### src/rtl/ifu_fetch_pkg.sv
// Shared widths, reset PC, NOP encoding, fault codes and state encodings
// for the instruction fetch stage.
package ifu_fetch_pkg;

  localparam int XLEN   = 64;
  localparam int INST_W = 32;

  localparam logic [XLEN-1:0]   PC_RESET = 64'h0000_0000_8000_0000;
  localparam logic [INST_W-1:0] NOP      = 32'h0000_0013;

  typedef enum logic [1:0] {
    FAULT_NONE     = 2'b00,
    FAULT_ACCESS   = 2'b01,
    FAULT_MISALIGN = 2'b10
  } fault_e;

  typedef enum logic [1:0] {
    S_REQ  = 2'b00,
    S_WAIT = 2'b01,
    S_HOLD = 2'b10
  } state_e;

  typedef enum logic [1:0] {
    PC_KEEP  = 2'b00,
    PC_INC   = 2'b01,
    PC_REDIR = 2'b10
  } pc_sel_e;

  function automatic logic misaligned(input logic [1:0] low_bits);
    return low_bits != 2'b00;
  endfunction

endpackage

### src/rtl/ifu_pc.sv
// PC register with next-PC selection (hold, +4, redirect), the address of a
// request that must stay on the bus after a redirect, and alignment checks.
module ifu_pc
  import ifu_fetch_pkg::*;
(
  input  logic            clk,
  input  logic            rst_n,
  input  pc_sel_e         pc_sel,
  input  logic            held_load,
  input  logic [XLEN-1:0] redirect_pc,
  output logic [XLEN-1:0] pc,
  output logic [XLEN-1:0] held_pc,
  output logic            pc_misaligned,
  output logic            target_misaligned
);

  logic [XLEN-1:0] pc_d;

  // +4 wraps modulo 2^XLEN by construction
  always_comb begin
    pc_d = pc;
    unique case (pc_sel)
      PC_INC:   pc_d = pc + XLEN'(4);
      PC_REDIR: pc_d = redirect_pc;
      default:  pc_d = pc;
    endcase
  end

  always_ff @(posedge clk) begin
    if (!rst_n) begin
      pc      <= PC_RESET;
      held_pc <= PC_RESET;
    end else begin
      pc <= pc_d;
      if (held_load) held_pc <= pc;
    end
  end

  assign pc_misaligned     = misaligned(pc[1:0]);
  assign target_misaligned = misaligned(redirect_pc[1:0]);

endmodule

### src/rtl/ifu_fetch.sv
// Instruction fetch stage: one outstanding imem read, instruction handoff to
// decode, redirect handling with wrong-path response discard.
module ifu_fetch
  import ifu_fetch_pkg::*;
(
  input  logic              clk,
  input  logic              rst_n,
  output logic              req_valid_o,
  input  logic              req_ready_i,
  output logic [XLEN-1:0]   req_addr_o,
  input  logic              resp_valid_i,
  output logic              resp_ready_o,
  input  logic [INST_W-1:0] resp_data_i,
  input  logic              resp_err_i,
  input  logic              redirect_valid_i,
  input  logic [XLEN-1:0]   redirect_pc_i,
  output logic              inst_valid_o,
  input  logic              inst_ready_i,
  output logic [INST_W-1:0] inst_o,
  output logic [XLEN-1:0]   pc_o,
  output logic [1:0]        fault_o,
  output logic [1:0]        dbg_state
);

  // Handshakes: a transfer happens on a cycle where valid and ready are both
  // high; once raised, valid and its payload hold until that transfer.

  state_e            state_q, state_d;
  logic              kill_q, kill_d;
  logic              valid_d;
  logic              out_load;
  logic [INST_W-1:0] out_inst;
  logic [XLEN-1:0]   out_pc;
  fault_e            out_fault;
  pc_sel_e           pc_sel;
  logic              held_load;
  logic [XLEN-1:0]   pc, held_pc;
  logic              pc_mis, target_mis;

  ifu_pc u_pc (
    .clk               (clk),
    .rst_n             (rst_n),
    .pc_sel            (pc_sel),
    .held_load         (held_load),
    .redirect_pc       (redirect_pc_i),
    .pc                (pc),
    .held_pc           (held_pc),
    .pc_misaligned     (pc_mis),
    .target_misaligned (target_mis)
  );

  // While killed in REQ, the unaccepted request keeps its pre-redirect address
  assign req_valid_o  = (state_q == S_REQ);
  assign req_addr_o   = (state_q == S_REQ && kill_q) ? held_pc : pc;
  assign resp_ready_o = (state_q == S_WAIT);
  assign dbg_state    = state_q;

  always_comb begin
    state_d   = state_q;
    kill_d    = kill_q;
    valid_d   = inst_valid_o;
    out_load  = 1'b0;
    out_inst  = NOP;
    out_pc    = pc;
    out_fault = FAULT_NONE;
    pc_sel    = PC_KEEP;
    held_load = 1'b0;
    unique case (state_q)
      S_REQ: begin
        if (redirect_valid_i) begin
          pc_sel = PC_REDIR;
          kill_d = 1'b1;
          if (req_ready_i) state_d = S_WAIT;
          else             held_load = !kill_q;
        end else if (req_ready_i) begin
          state_d = S_WAIT;
        end
      end
      S_WAIT: begin
        if (redirect_valid_i) begin
          pc_sel = PC_REDIR;
          kill_d = 1'b1;
          if (resp_valid_i) begin
            kill_d = 1'b0;
            if (target_mis) begin
              state_d   = S_HOLD;
              valid_d   = 1'b1;
              out_load  = 1'b1;
              out_pc    = redirect_pc_i;
              out_fault = FAULT_MISALIGN;
            end else begin
              state_d = S_REQ;
            end
          end
        end else if (resp_valid_i) begin
          if (kill_q) begin
            // Wrong-path response retires; a pending misaligned target faults now
            kill_d = 1'b0;
            if (pc_mis) begin
              state_d   = S_HOLD;
              valid_d   = 1'b1;
              out_load  = 1'b1;
              out_fault = FAULT_MISALIGN;
            end else begin
              state_d = S_REQ;
            end
          end else begin
            state_d   = S_HOLD;
            valid_d   = 1'b1;
            out_load  = 1'b1;
            out_inst  = resp_data_i;
            out_fault = resp_err_i ? FAULT_ACCESS : FAULT_NONE;
          end
        end
      end
      S_HOLD: begin
        if (redirect_valid_i) begin
          pc_sel = PC_REDIR;
          if (target_mis) begin
            valid_d   = 1'b1;
            out_load  = 1'b1;
            out_pc    = redirect_pc_i;
            out_fault = FAULT_MISALIGN;
          end else begin
            valid_d = 1'b0;
            state_d = S_REQ;
          end
        end else if (inst_ready_i) begin
          valid_d = 1'b0;
          pc_sel  = PC_INC;
          state_d = S_REQ;
        end
      end
      default: begin
        state_d = S_REQ;
        kill_d  = 1'b0;
        valid_d = 1'b0;
      end
    endcase
  end

  always_ff @(posedge clk) begin
    if (!rst_n) begin
      state_q      <= S_REQ;
      kill_q       <= 1'b0;
      inst_valid_o <= 1'b0;
      inst_o       <= NOP;
      pc_o         <= '0;
      fault_o      <= FAULT_NONE;
    end else begin
      state_q      <= state_d;
      kill_q       <= kill_d;
      inst_valid_o <= valid_d;
      if (out_load) begin
        inst_o  <= out_inst;
        pc_o    <= out_pc;
        fault_o <= out_fault;
      end
    end
  end

endmodule
### config.mk
export PLATFORM = sky130hd
export DESIGN_NAME = ifu_fetch
export DESIGN_NICKNAME = d
export VERILOG_FILES = /design/src/rtl/ifu_fetch_pkg.sv /design/src/rtl/ifu_pc.sv /design/src/rtl/ifu_fetch.sv
export SDC_FILE = /design/constraint.sdc
export NUM_CORES = 1
export LEC_CHECK = 0
export ABC_CLOCK_PERIOD_IN_PS = 4500
export BUFFER_PORTS_ARGS = -buffer_cell sky130_fd_sc_hd__buf_2
export CAP_MARGIN = 20
export CORE_MARGIN = 4
export CORE_UTILIZATION = 45
export CTS_CLUSTER_SIZE = 14
export DETAILED_ROUTE_END_ITERATION = 16
export GPL_ROUTABILITY_DRIVEN = 0
export PLACE_DENSITY = 0.69
export SYNTH_ARGS = -nofsm -noshare
export SYNTH_HDL_FRONTEND = slang
export SYNTH_SLANG_ARGS = --single-unit
### constraint.sdc
create_clock -name clk -period 4.5 [get_ports clk]
set_input_delay 0.675 -clock clk [delete_from_list [all_inputs] [get_ports clk]]
set_output_delay 0.675 -clock clk [all_outputs]
set_load 0.01 [all_outputs]
==> run summary <==
status = complete, no violations
Clock Latency Late Sink = 0.53 ns
Die Y = 169 um
clock power share = 0.295
placed cell area = 13000 um^2
clock sinks = 230
Gate Count Post-Synth = 1455
CP Capture Type = output pin
P_int = 4.56 mW
final setup violation count = 0
total track usage = 0.256
Hold WC Path Type = in -> reg
WL final = 38.4 mm
Worst Slack Setup Final = 0.993 ns
port bufs = 269
switch share = 0.378
Finished Core Util = 0.548
Rel. slew slack = 0.292
Leak Pwr = 5.39 nW
fin. max-slew vios = 0
Peak VDD IR = 0.000342 V
Die Width = 169 um
largest net degree at the start of global routing = 136
final hold violation count = 0
pre-CTS setup slack = 1.07 ns
core area = 25300 um^2
Main synth FF type = dfxtp_1
vias in the first global route = 11.1k
sequential-to-total area share from yosys stat = 0.395
die footprint = 28500 um^2
Psw = 2.77 mW
setup bufs post-CTS = 0
CP Class = reg -> out
initial DRC count = 1241
post-route setup TNS = 0 ns
CP cell instances = inv_1 -> ha_1 -> nand2_2 -> buf_12 -> mux2_2 -> buf_2
Top Ports = 270
synth warn = 0
global-route wire length before repair = 61.0 mm
CTS tree = built
hold buffer count at cts = 0
Cell Area, Synth = 11600 um^2
worst-margin pin slew = 1.06 ns
Final Skew = 0.00827 ns
post-route cell area = 13900 um^2
fill cell count = 2408
RSZ-0062 raised after global routing = no
delay-heaviest family, CP = simple AND/OR/NAND/NOR gates
CP required = 3.83 ns
fin nets = 1722
crit-path max FO = 33
Max Clk Rate = 0.285 GHz
Root Buffer Master = clkbuf_16
cell taking the most area after synthesis = dfxtp_1
top cell type's share of synthesized area = 0.395
Via density = 6.10
via count = 12.0k
PostCTS Resize Cnt = 0
post-synthesis area per instance = 8.01 um^2
Synth area leaders = dfxtp_1 (40%), nand2_1 (6.7%), mux2_2 (6.5%)
CP peak stage delay = 0.66 ns
CP startpoint kind = register
Routed Antenna Nets = 0
row cnt = 58
CTS Buffer Depth = 3
Starting Density = 0.460
drt drc = 0
antenna violations before repair = 0
crit path max-delay cell type = nand2_2
WP buf/inv = 3
final hold slack = 0.399 ns
Avg WL per Cell = 19.6 um
power density over the cells = 529 nW/um^2
Final period util = 0.779
Max Cap Viol = 0
layout cells sized above 1 = 0.265
Num CTS Buffers = 26
post-synthesis net count = 1564
post-layout min period = 3.51 ns
DR pass1 iterations = 6
post-synthesis cell type count = 68
Clock transition at path regs = 0.06 ns
remaining global-route overflow = 0
HPWL Detailed = 25.9 mm
Reg power frac = 0.381
async set or reset register ratio after synthesis = 0
ANT cells = 0
H-Tree Depth = 1
Combinational Power Share = 0.323
EDFF count, synth = 0
Syn-to-layout area delta = 19.1%
flop and latch count out of synthesis = 230
flop2flop setup slack = 1.13 ns
arrival time at the worst endpoint = 2.83 ns
-- worst min-delay path, stage by stage --
cell and delay, ns:
buf_2 0.09, nand3_1 0.05, a21oi_1 0.06
-- registers in the layout (all words and copies together) (netlist names) --
signal / cells
inst_valid_o: 1
dbg_state: 2
pc_o: 64
inst_o: 32
kill_q: 1
u_pc.pc: 64
u_pc.held_pc: 64
fault_o: 2
-- synthesized netlist by cell type (all sizes together) (11+ instances only) --
cell	n
o21ai	27
nor4	22
nor2	120
a22oi	36
mux2i	19
a221oi	66
o22ai	13
and3	11
o211ai	19
nor3	96
nand3	64
inv	13
a21oi	116
dfxtp	230
or4	13
a31oi	15
mux2	67
nand2	207
nand4	29
buf	45
clkbuf	116
-- routing by layer --
metal / wire length (um) / part of all wire / vias to the layer above / GRT usage
met5: 0 / 0 / - / 0
met4: 1010 / 0.026 / 0 / 0.0748
met3: 3450 / 0.090 / 72 / 0.0483
met2: 17700 / 0.46 / 553 / 0.416
met1: 16300 / 0.42 / 5694 / 0.349
li1: - / - / 5647 / -
-- per-stage QoR --
stage,power (mW),cells
2_1_floorplan,4.34,1455
3_3_place_gp,5.12,1914
3_5_place_dp,5.17,1915
4_1_cts,7.35,1962
5_1_grt,7.72,1962
6_report,7.33,1962
-- worst paths after layout --
check,startpoint,end,cells past startpoint
min reg2reg,inst_o[8],inst_o[8],2
max reg2reg,dbg_state[0],u_pc.pc[59],10
min,resp_data_i[30],inst_o[30],3
max,dbg_state[0],req_addr_o[53],6
-- cells in the final DEF, fill, tap and decap left out, types with 4 or more instances in the layout --
cell type  Yosys  layout
dfxtp_1      230     230
o21a_1         6       5
mux2_2        67      67
a21oi_1      116     116
o221ai_1       9       9
and2_1         5       5
nor2b_1        6       5
buf_4          8      19
or2_2          4       4
nor3b_1        7       6
buf_2         29     269
nor3_1        94      93
a31oi_1       15      15
clkbuf_8       0       6
clkbuf_1     113       6
ha_1           6       5
or4_1         13      13
a21o_1         4       4
o211ai_1      19      19
o21ai_0       25      25
nor2_1       119     119
clkinv_2       0       5
inv_1         12      12
nor4_1        19      19
mux2i_1       19      19
nand3_1       62      62
nand4_1       27      27
and3_1        11      11
a221oi_1      66      66
a22o_1        10      10
clkbuf_16      0      27
a31o_2         4       4
nand2_1      207     206
a22oi_1       36      36
o22ai_1       13      13
and4_1         9       9
or3_1          6       6
-- logic make-up (layout without fill, tap and decap cells) --
family          Yosys count  in the layout  share of synthesized area
buf+inv                 174            351                     0.0623
simple gates            609            609                      0.250
compound gates          350            350                      0.205
mux                      86             86                     0.0811
flops                   230            230                      0.395
fa+ha+maj                 6              6                    0.00644
-- final cells by class --
class	count	area, um^2	area share
clock buffer	39	781	0.0563
clock inverter	8	92.6	0.00668
inverter	13	53.8	0.00388
multi-input combinational	1051	6370	0.459
sequential	230	4600	0.332
tap	330	413	0.0298
timing repair buffer	291	1560	0.112
-- power groups by stage --
stage / combinational (mW) / sequential, mW / clock, mW
floorplan: 1.78 / 2.56 / 0
global placement: 2.32 / 2.80 / 0
detailed placement: 2.35 / 2.82 / 0
CTS: 2.36 / 2.78 / 2.20
global route: 2.59 / 2.85 / 2.28
finish: 2.37 / 2.80 / 2.17
No activity file was read; power rests on OpenSTA's default activity.
